## src/rtl/ad_uart_framer_if.sv

```systemverilog
// Handshake bundle between the AD sample source, the framer and the UART transmitter.
// The framer connects through the slave modport; the source/transmitter side uses master.
interface ad_uart_framer_if;
    logic [11:0] AD_BCDIn;
    logic [3:0]  AD_Address;
    logic        Sample_Valid;
    logic [7:0]  Tx_Data;
    logic        Tx_Valid;
    logic        Tx_Ready;
    logic        Frame_Busy;
    logic        Overrun;

    modport master (
        output AD_BCDIn, AD_Address, Sample_Valid, Tx_Ready,
        input  Tx_Data, Tx_Valid, Frame_Busy, Overrun
    );

    modport slave (
        input  AD_BCDIn, AD_Address, Sample_Valid, Tx_Ready,
        output Tx_Data, Tx_Valid, Frame_Busy, Overrun
    );
endinterface

```

## src/rtl/ad_uart_framer.sv

```systemverilog
// Turns BCD AD samples into ASCII text frames streamed byte-by-byte to a UART transmitter.
// Define ADUART_CHECKSUM_EN to append a 2-char hex XOR checksum (10-byte frame).
//
// state | meaning
// IDLE  | waiting for a pending sample and an expired gap counter
// SEND  | presenting frame bytes to the transmitter, one per accepted handshake
module ad_uart_framer #(
    parameter int GAP_CYCLES = 2_500_000
) (
    input  logic Sys_CLK,
    input  logic Sys_RST,
    ad_uart_framer_if.slave bus
);
    localparam int GW = (GAP_CYCLES > 1) ? $clog2(GAP_CYCLES) : 1;
    localparam logic [GW-1:0] GAP_LOAD = GW'(GAP_CYCLES - 1);
`ifdef ADUART_CHECKSUM_EN
    localparam int NB = 10;
`else
    localparam int NB = 8;
`endif
    localparam logic [3:0] LAST = 4'(NB - 1);

    typedef enum logic {IDLE, SEND} state_t;

    state_t        state, state_nxt;
    logic          pending;
    logic [15:0]   pend_buf;
    logic [15:0]   frame;
    logic [3:0]    idx, idx_nxt;
    logic [GW-1:0] gap;
    logic          start;
    logic          tx_valid_nxt;
    logic [7:0]    tx_data_nxt;

    function automatic logic [7:0] hex_char(input logic [3:0] n);
        return (n < 4'd10) ? (8'h30 + {4'h0, n}) : (8'h37 + {4'h0, n});
    endfunction

    function automatic logic [7:0] bcd_char(input logic [3:0] d);
        return (d > 4'd9) ? 8'h3F : (8'h30 + {4'h0, d});
    endfunction

    // f = {channel, d2, d1, d0}
    function automatic logic [7:0] frame_byte(input logic [15:0] f, input logic [3:0] i);
        logic [7:0] b;
`ifdef ADUART_CHECKSUM_EN
        logic [7:0] cs;
        cs = 8'h43 ^ hex_char(f[15:12]) ^ 8'h3A ^ bcd_char(f[11:8])
             ^ bcd_char(f[7:4]) ^ bcd_char(f[3:0]);
`endif
        case (i)
            4'd0:    b = 8'h43;
            4'd1:    b = hex_char(f[15:12]);
            4'd2:    b = 8'h3A;
            4'd3:    b = bcd_char(f[11:8]);
            4'd4:    b = bcd_char(f[7:4]);
            4'd5:    b = bcd_char(f[3:0]);
`ifdef ADUART_CHECKSUM_EN
            4'd6:    b = hex_char(cs[7:4]);
            4'd7:    b = hex_char(cs[3:0]);
            4'd8:    b = 8'h0D;
            4'd9:    b = 8'h0A;
`else
            4'd6:    b = 8'h0D;
            4'd7:    b = 8'h0A;
`endif
            default: b = 8'h00;
        endcase
        return b;
    endfunction

    always_comb begin
        state_nxt    = state;
        idx_nxt      = idx;
        tx_valid_nxt = bus.Tx_Valid;
        tx_data_nxt  = bus.Tx_Data;
        start        = 1'b0;
        case (state)
            IDLE: begin
                if (pending && (gap == '0)) begin
                    start        = 1'b1;
                    state_nxt    = SEND;
                    idx_nxt      = 4'd0;
                    tx_valid_nxt = 1'b1;
                    tx_data_nxt  = frame_byte(pend_buf, 4'd0);
                end
            end
            SEND: begin
                if (bus.Tx_Valid && bus.Tx_Ready) begin
                    if (idx == LAST) begin
                        state_nxt    = IDLE;
                        tx_valid_nxt = 1'b0;
                    end else begin
                        idx_nxt     = idx + 4'd1;
                        tx_data_nxt = frame_byte(frame, idx + 4'd1);
                    end
                end
            end
            default: state_nxt = IDLE;
        endcase
    end

    always_ff @(posedge Sys_CLK or posedge Sys_RST) begin
        if (Sys_RST) begin
            state        <= IDLE;
            idx          <= 4'd0;
            bus.Tx_Valid <= 1'b0;
            bus.Tx_Data  <= 8'h00;
            bus.Overrun  <= 1'b0;
            pending      <= 1'b0;
            pend_buf     <= 16'h0000;
            frame        <= 16'h0000;
            gap          <= '0;
        end else begin
            state        <= state_nxt;
            idx          <= idx_nxt;
            bus.Tx_Valid <= tx_valid_nxt;
            bus.Tx_Data  <= tx_data_nxt;
            if (start)
                frame <= pend_buf;
            // A strobe in the accept cycle refills the buffer the frame just emptied.
            if (bus.Sample_Valid) begin
                pending  <= 1'b1;
                pend_buf <= {bus.AD_Address, bus.AD_BCDIn};
            end else if (start) begin
                pending <= 1'b0;
            end
            bus.Overrun <= bus.Sample_Valid && pending && !start;
            if (start)
                gap <= GAP_LOAD;
            else if (gap != '0)
                gap <= gap - GW'(1);
        end
    end

    assign bus.Frame_Busy = (state == SEND);
endmodule

```

## src/flat_wrapper.sv

```systemverilog
// flat-port wrapper written by rule: the top's interface ports become plain ports
module ad_uart_framer_flat 
#(
    parameter int GAP_CYCLES = 2_500_000
)
  (Sys_CLK, Sys_RST, bus_AD_BCDIn, bus_AD_Address, bus_Sample_Valid, bus_Tx_Ready, bus_Tx_Data, bus_Tx_Valid, bus_Frame_Busy, bus_Overrun);
  ad_uart_framer_if bus_i ();
  input  logic Sys_CLK;
  input  logic Sys_RST;
  input wire logic [$bits(bus_i.AD_BCDIn)-1:0] bus_AD_BCDIn;
  input wire logic [$bits(bus_i.AD_Address)-1:0] bus_AD_Address;
  input wire logic [$bits(bus_i.Sample_Valid)-1:0] bus_Sample_Valid;
  input wire logic [$bits(bus_i.Tx_Ready)-1:0] bus_Tx_Ready;
  output wire logic [$bits(bus_i.Tx_Data)-1:0] bus_Tx_Data;
  output wire logic [$bits(bus_i.Tx_Valid)-1:0] bus_Tx_Valid;
  output wire logic [$bits(bus_i.Frame_Busy)-1:0] bus_Frame_Busy;
  output wire logic [$bits(bus_i.Overrun)-1:0] bus_Overrun;
  assign bus_i.AD_BCDIn = bus_AD_BCDIn;
  assign bus_i.AD_Address = bus_AD_Address;
  assign bus_i.Sample_Valid = bus_Sample_Valid;
  assign bus_i.Tx_Ready = bus_Tx_Ready;
  assign bus_Tx_Data = bus_i.Tx_Data;
  assign bus_Tx_Valid = bus_i.Tx_Valid;
  assign bus_Frame_Busy = bus_i.Frame_Busy;
  assign bus_Overrun = bus_i.Overrun;
  ad_uart_framer #(.GAP_CYCLES(GAP_CYCLES)) u_core (.Sys_CLK(Sys_CLK), .Sys_RST(Sys_RST), .bus(bus_i));
endmodule
```

## config.mk

```make
export PLATFORM = sky130hd
export DESIGN_NAME = ad_uart_framer_flat
export DESIGN_NICKNAME = d
export VERILOG_FILES = /design/src/rtl/ad_uart_framer_if.sv /design/src/rtl/ad_uart_framer.sv /design/src/flat_wrapper.sv
export SDC_FILE = /design/constraint.sdc
export NUM_CORES = 1
export LEC_CHECK = 0
export BUFFER_PORTS_ARGS = -buffer_cell sky130_fd_sc_hd__buf_4
export CORE_ASPECT_RATIO = 2
export CORE_MARGIN = 2
export CORE_UTILIZATION = 45
export CTS_CLUSTER_DIAMETER = 30
export DETAILED_ROUTE_END_ITERATION = 8
export PLACE_DENSITY = 0.65
export SLEW_MARGIN = 40
export SYNTH_ARGS = -nofsm -noshare
export SYNTH_HDL_FRONTEND = slang
export SYNTH_SLANG_ARGS = --single-unit
```

## constraint.sdc

```tcl
create_clock -name Sys_CLK -period 3.26 [get_ports Sys_CLK]
set_input_delay 0.326 -clock Sys_CLK [delete_from_list [all_inputs] [get_ports Sys_CLK]]
set_output_delay 0.326 -clock Sys_CLK [all_outputs]
set_load 0.05 [all_outputs]
```

== Word-level counts from Yosys, hierarchy flattened ==
Cells that the tools add are included.

* Register bits: 70
* Input bits: 20
* Output and inout port bits: 11
* Word-level logic and storage cells: 71

* Add/subtract/negate cells: 7
* Order comparisons: 4
* Equality and inequality tests: 12
* Multiplexer cells: 26
* Bitwise logic cells: 1
* Reductions and logical operators: 12

{| class="wikitable"
|+ Operators by type and width
! kind !! number
|-
| $pmux 8 s8 || 1
|-
| $mux 8 || 7
|-
| $mux 22 || 2
|-
| $add 6x4->7 const A || 5
|-
| $logic_not 22->1 || 1
|-
| $reduce_bool 22->1 || 1
|-
| $sub 22x1->22 const B || 1
|-
| $eq 4x3->1 const B || 5
|-
| $pmux 8 s2 || 1
|-
| $gt 4x4->1 const B || 3
|-
| $mux 4 || 3
|-
| $mux 1 || 9
|-
| $eq 4x2->1 const B || 2
|-
| $pmux 4 s2 || 1
|-
| $ne 2x2->1 const B || 3
|-
| $reduce_and 3->1 || 2
|-
| $add 4x1->4 const B || 1
|-
| $eq 4x1->1 const B || 1
|-
| $logic_and 1x1->1 || 4
|-
| $logic_not 4->1 || 1
|-
| $lt 4x4->1 const B || 1
|-
| $pmux 1 s2 || 2
|-
| $reduce_bool 2->1 || 2
|-
| $ne 2x1->1 const B || 1
|-
| 2 further kinds || 2
|}

== Longest topological paths before layout ==
* Depth in word-level cells: 6
* Gate-level depth with buffers: 8
* Depth with buffers taken out: 7

== Worst setup path before layout ==
No wires, ideal clock.

* Path type: register to register
* Start: register u_core.gap[0]
* End: register u_core.gap[20]
* Setup time: 127 ps
* Data arrival time: 2057 ps
* Data required time: 3133 ps
* Setup slack: 1076 ps
* Cell stages (with the launch flop): 8
* Path buffers: 0
* Clock period less this slack: 2184 ps
* Cells stage by stage: dfrtp_1 > inv_1 > ha_1 > nor4b_1 > nand4_2 > nor4_1 > nand2_1 > mux2_1

* Longest elaborated chain between the ends: 5
* Elaborated cells between the ends (all ways): 9
* Those cells by class: 1 x add/sub; 4 x mux; 4 x reduce/logical

{| class="wikitable"
|+ Ends and longest elaborated chain
! element !! RTL line !! text
|-
| start, declared || ad_uart_framer.sv:30 || <nowiki>logic [GW-1:0] gap;</nowiki>
|-
| start signal, assigned || ad_uart_framer.sv:132 || <nowiki>gap <= gap - GW'(1);</nowiki>
|-
| parallel branches: the longest is 5 deep, another holds $sub 22x1->22 || -- ||
|}

Several ways; the timed one is not identified. The select of a mux whose other input is x is not followed.
A chain may end at the register's enable or synchronous reset.

== Final worst setup path ==
Ends and elaborated chain as after synthesis.

==> flow_metrics.env <==
export IMPL_status="finished, final reports clean"
export IMPL_stdcell_count=484
export IMPL_syn_area_sq_um=3500
export IMPL_cts_sinks=69
export IMPL_io_buffer_count=29
export IMPL_clockBufferDepth=2
export IMPL_firstDrtPassIters=4
export IMPL_dp_hpwl_mm=5.29
export IMPL_worst_skew_pair_late_latency_ns=0.34
export IMPL_fin_area_sq_um=4070
export IMPL_core_sq_um=7540
export IMPL_yosysUniqueCellTypes=60
export IMPL_grt_usage=0.189
export IMPL_avgViaCountPerCell=5.46
export IMPL_setup_tns_ns=0
export IMPL_hp_class="in -> reg"
export IMPL_leakagePower_nw=1.85
export IMPL_grt_pass1_wl_mm=12.1
export IMPL_powerDensity_nw_per_um2=847
export IMPL_power_total_mw=3.45
export IMPL_antenna_left=0
export IMPL_fin_util=0.539
export IMPL_min_period_over_period=0.794
export IMPL_min_period_ns=2.59
export IMPL_dieWidth_um=66.4
export IMPL_worst_slack_ns=0.670
export IMPL_timing_hold_ws_ns=0.222
export IMPL_async_reset_ff_frac=1.00
export IMPL_drive_gt1_frac=0.187
export IMPL_path_class="reg -> reg"
export IMPL_yosys_warnings=0
export IMPL_slew_violations=0
export IMPL_layout_common_cells="71 x nand2_1, 69 x dfrtp_1, 31 x buf_4, 23 x nor2_1, 19 x o21ai_0"
export IMPL_vias=2645
export IMPL_rsz0062_at_grt="no"
export IMPL_routed_wl_mm=7.21
export IMPL_cp_max_fo=8
export IMPL_ys_flop_type="dfrtp_1"
export IMPL_numCtsBuffers=9
export IMPL_fp_row_count=45
export IMPL_worstSetupEndpointType="flip-flop"
export IMPL_initial_utilization=0.464
export IMPL_synth_nets=381
export IMPL_antenna_found_initial=0
export IMPL_ys_seq_area_frac=0.493
export IMPL_avgSynthCellArea_sq_um=9.89
export IMPL_layout_commonest_cell="nand2_1"
export IMPL_dpl_worst_slack_ns=0.720
export IMPL_path_clk_slew_ns=0.05
export IMPL_drv_cap=0
export IMPL_drc=0
export IMPL_fillers=706
export IMPL_setup_viol=0
export IMPL_wl_per_cell_um=14.9
export IMPL_io_pins=31
export IMPL_drt_iter0_drc=123
export IMPL_synth_seq_cells=69
export IMPL_gr_total_overflow=0
export IMPL_grt_max_degree=54
export IMPL_antenna_cells=0
export IMPL_grt_pass1_vias=2613
export IMPL_fin_worst_skew_ns=0.00567
export IMPL_cts_tree="built"
export IMPL_critPathRequiredTime_ns=3.47
export IMPL_dieArea_sq_um=8540
export IMPL_nets=412
export IMPL_syn_inst=354
export IMPL_worst_pin_slew_ns=0.682
export IMPL_relSlewSlack=0.539
export IMPL_ir_drop_v=0.000489
export IMPL_synth_edff_count=0
export IMPL_worstPathArrival_ns=2.80
export IMPL_start_kind="flip-flop"
export IMPL_htree_levels=3
export IMPL_dp_cells=467
export IMPL_timing_fmax_mhz=386
export IMPL_rrSetupSlack_ns=0.67
export IMPL_multi_input_area_sq_um=1640
export IMPL_die_y_um=129
export IMPL_clockRootBuffer="clkbuf_16"
export IMPL_finalHoldViolations=0
export IMPL_routabilityCongestion=0.952
export IMPL_seqCellArea_sq_um=1730
export IMPL_placed_area_sq_um=3780
export IMPL_synthToLayoutAreaGrowth_pct=16.3
[repair_timing]
item / 4_1_cts / 5_1_grt
hold buffers: 1 / 0
gates resized for setup: 0 / 0
setup buffers: 0 / 0
hold endpoints to repair: 16 / 0
[state kept, by name, summed over array words and instances (netlist names)]
name                   count
u_core.frame              16
u_core.idx                 4
u_core.pending             1
u_core.bus.Tx_Data         7
u_core.bus.Overrun         1
u_core.pend_buf           16
u_core.bus.Tx_Valid        1
u_core.bus.Frame_Busy      1
u_core.gap                22
[kinds of logic (layout without fill, tap and decap cells)]
| logic type | after synthesis | count (layout) | synth area share |
|---|---|---|---|
| buf+inv | 26 | 62 | 0.0397 |
| simple gates | 144 | 144 | 0.198 |
| xor+xnor | 12 | 12 | 0.0300 |
| fa+ha+maj | 7 | 7 | 0.0250 |
| other cells | 1 | 1 | 0.00107 |
| flops | 69 | 69 | 0.493 |
| compound gates | 71 | 71 | 0.138 |
| mux | 24 | 24 | 0.0751 |
[metal layers]
| layer | share of wire | vias to the layer above | global-route usage |
|---|---|---|---|
| li1 | - | 1313 | - |
| met1 | 0.41 | 1257 | 0.218 |
| met2 | 0.51 | 55 | 0.307 |
| met3 | 0.035 | 20 | 0.0568 |
| met4 | 0.038 | 0 | 0.106 |
| met5 | 0 | - | 0 |
[critical path, stage by stage, from the launching register on]
cell	delay (ns)
dfrtp_1	0.37
inv_1	0.09
ha_1	0.18
nor4b_1	0.58
nand4_2	0.35
nor4_1	0.44
nand2_1	0.12
mux2_1	0.33
[cell type report]
class,instances,area share
flip-flops and latches,69,0.424
multi-input cells,259,0.402
repair buffers,33,0.0646
clock buffers,12,0.0630
well taps,94,0.0289
inverters,13,0.0120
clock inverters,4,0.00553
[synthesized netlist by cell type, types with 2 or more instances]
cell type  number  area share
mux2_2         17       0.055
a21oi_1        12       0.017
inv_1          13       0.014
nand2_1        71       0.076
nor2b_1         3      0.0054
or3_1           3      0.0054
nor2_1         23       0.025
clkbuf_1        7      0.0075
o21a_1          6       0.013
nor3_1          8       0.011
dfrtp_1        69        0.49
a221oi_1        2      0.0050
a22oi_1         3      0.0064
o2111ai_1       2      0.0050
o22ai_1         3      0.0054
nand3_1         6      0.0086
and3_1          3      0.0054
xor2_1          5       0.013
or4_1           3      0.0064
o311ai_0        2      0.0050
a2bb2oi_1       3      0.0075
nand2b_1        3      0.0054
xnor2_1         7       0.018
ha_1            7       0.025
nor4_1          5      0.0089
a211oi_1        2      0.0043
o2bb2ai_1       2      0.0050
mux2i_1         6       0.017
o21ai_0        19       0.027
buf_6           4       0.013
or3_2           2      0.0043
o31ai_1         2      0.0043
and2_1          4      0.0071
[path summary, 6_finish.rpt]
check | endpoint | from | cells past startpoint
max in group asynchronous | u_core.pend_buf[7] | Sys_RST | 4
setup reg to reg | u_core.gap[20] | u_core.gap[0] | 7
min in group asynchronous | u_core.gap[15] | Sys_RST | 3
setup / recovery | u_core.gap[20] | u_core.gap[0] | 7
hold reg to reg | u_core.frame[10] | u_core.pend_buf[10] | 2
hold / removal | u_core.pend_buf[0] | bus_AD_BCDIn[0] | 2
[power by group]
| group | switching [mW] | internal, mW | leakage [nW] |
|---|---|---|---|
| clock | 0.345 | 0.551 | 0.138 |
| sequential | 0.258 | 1.09 | 0.862 |
| combinational | 0.736 | 0.469 | 0.850 |
| total | 1.34 | 2.11 | 1.85 |
(Power assumes the default switching activity.)
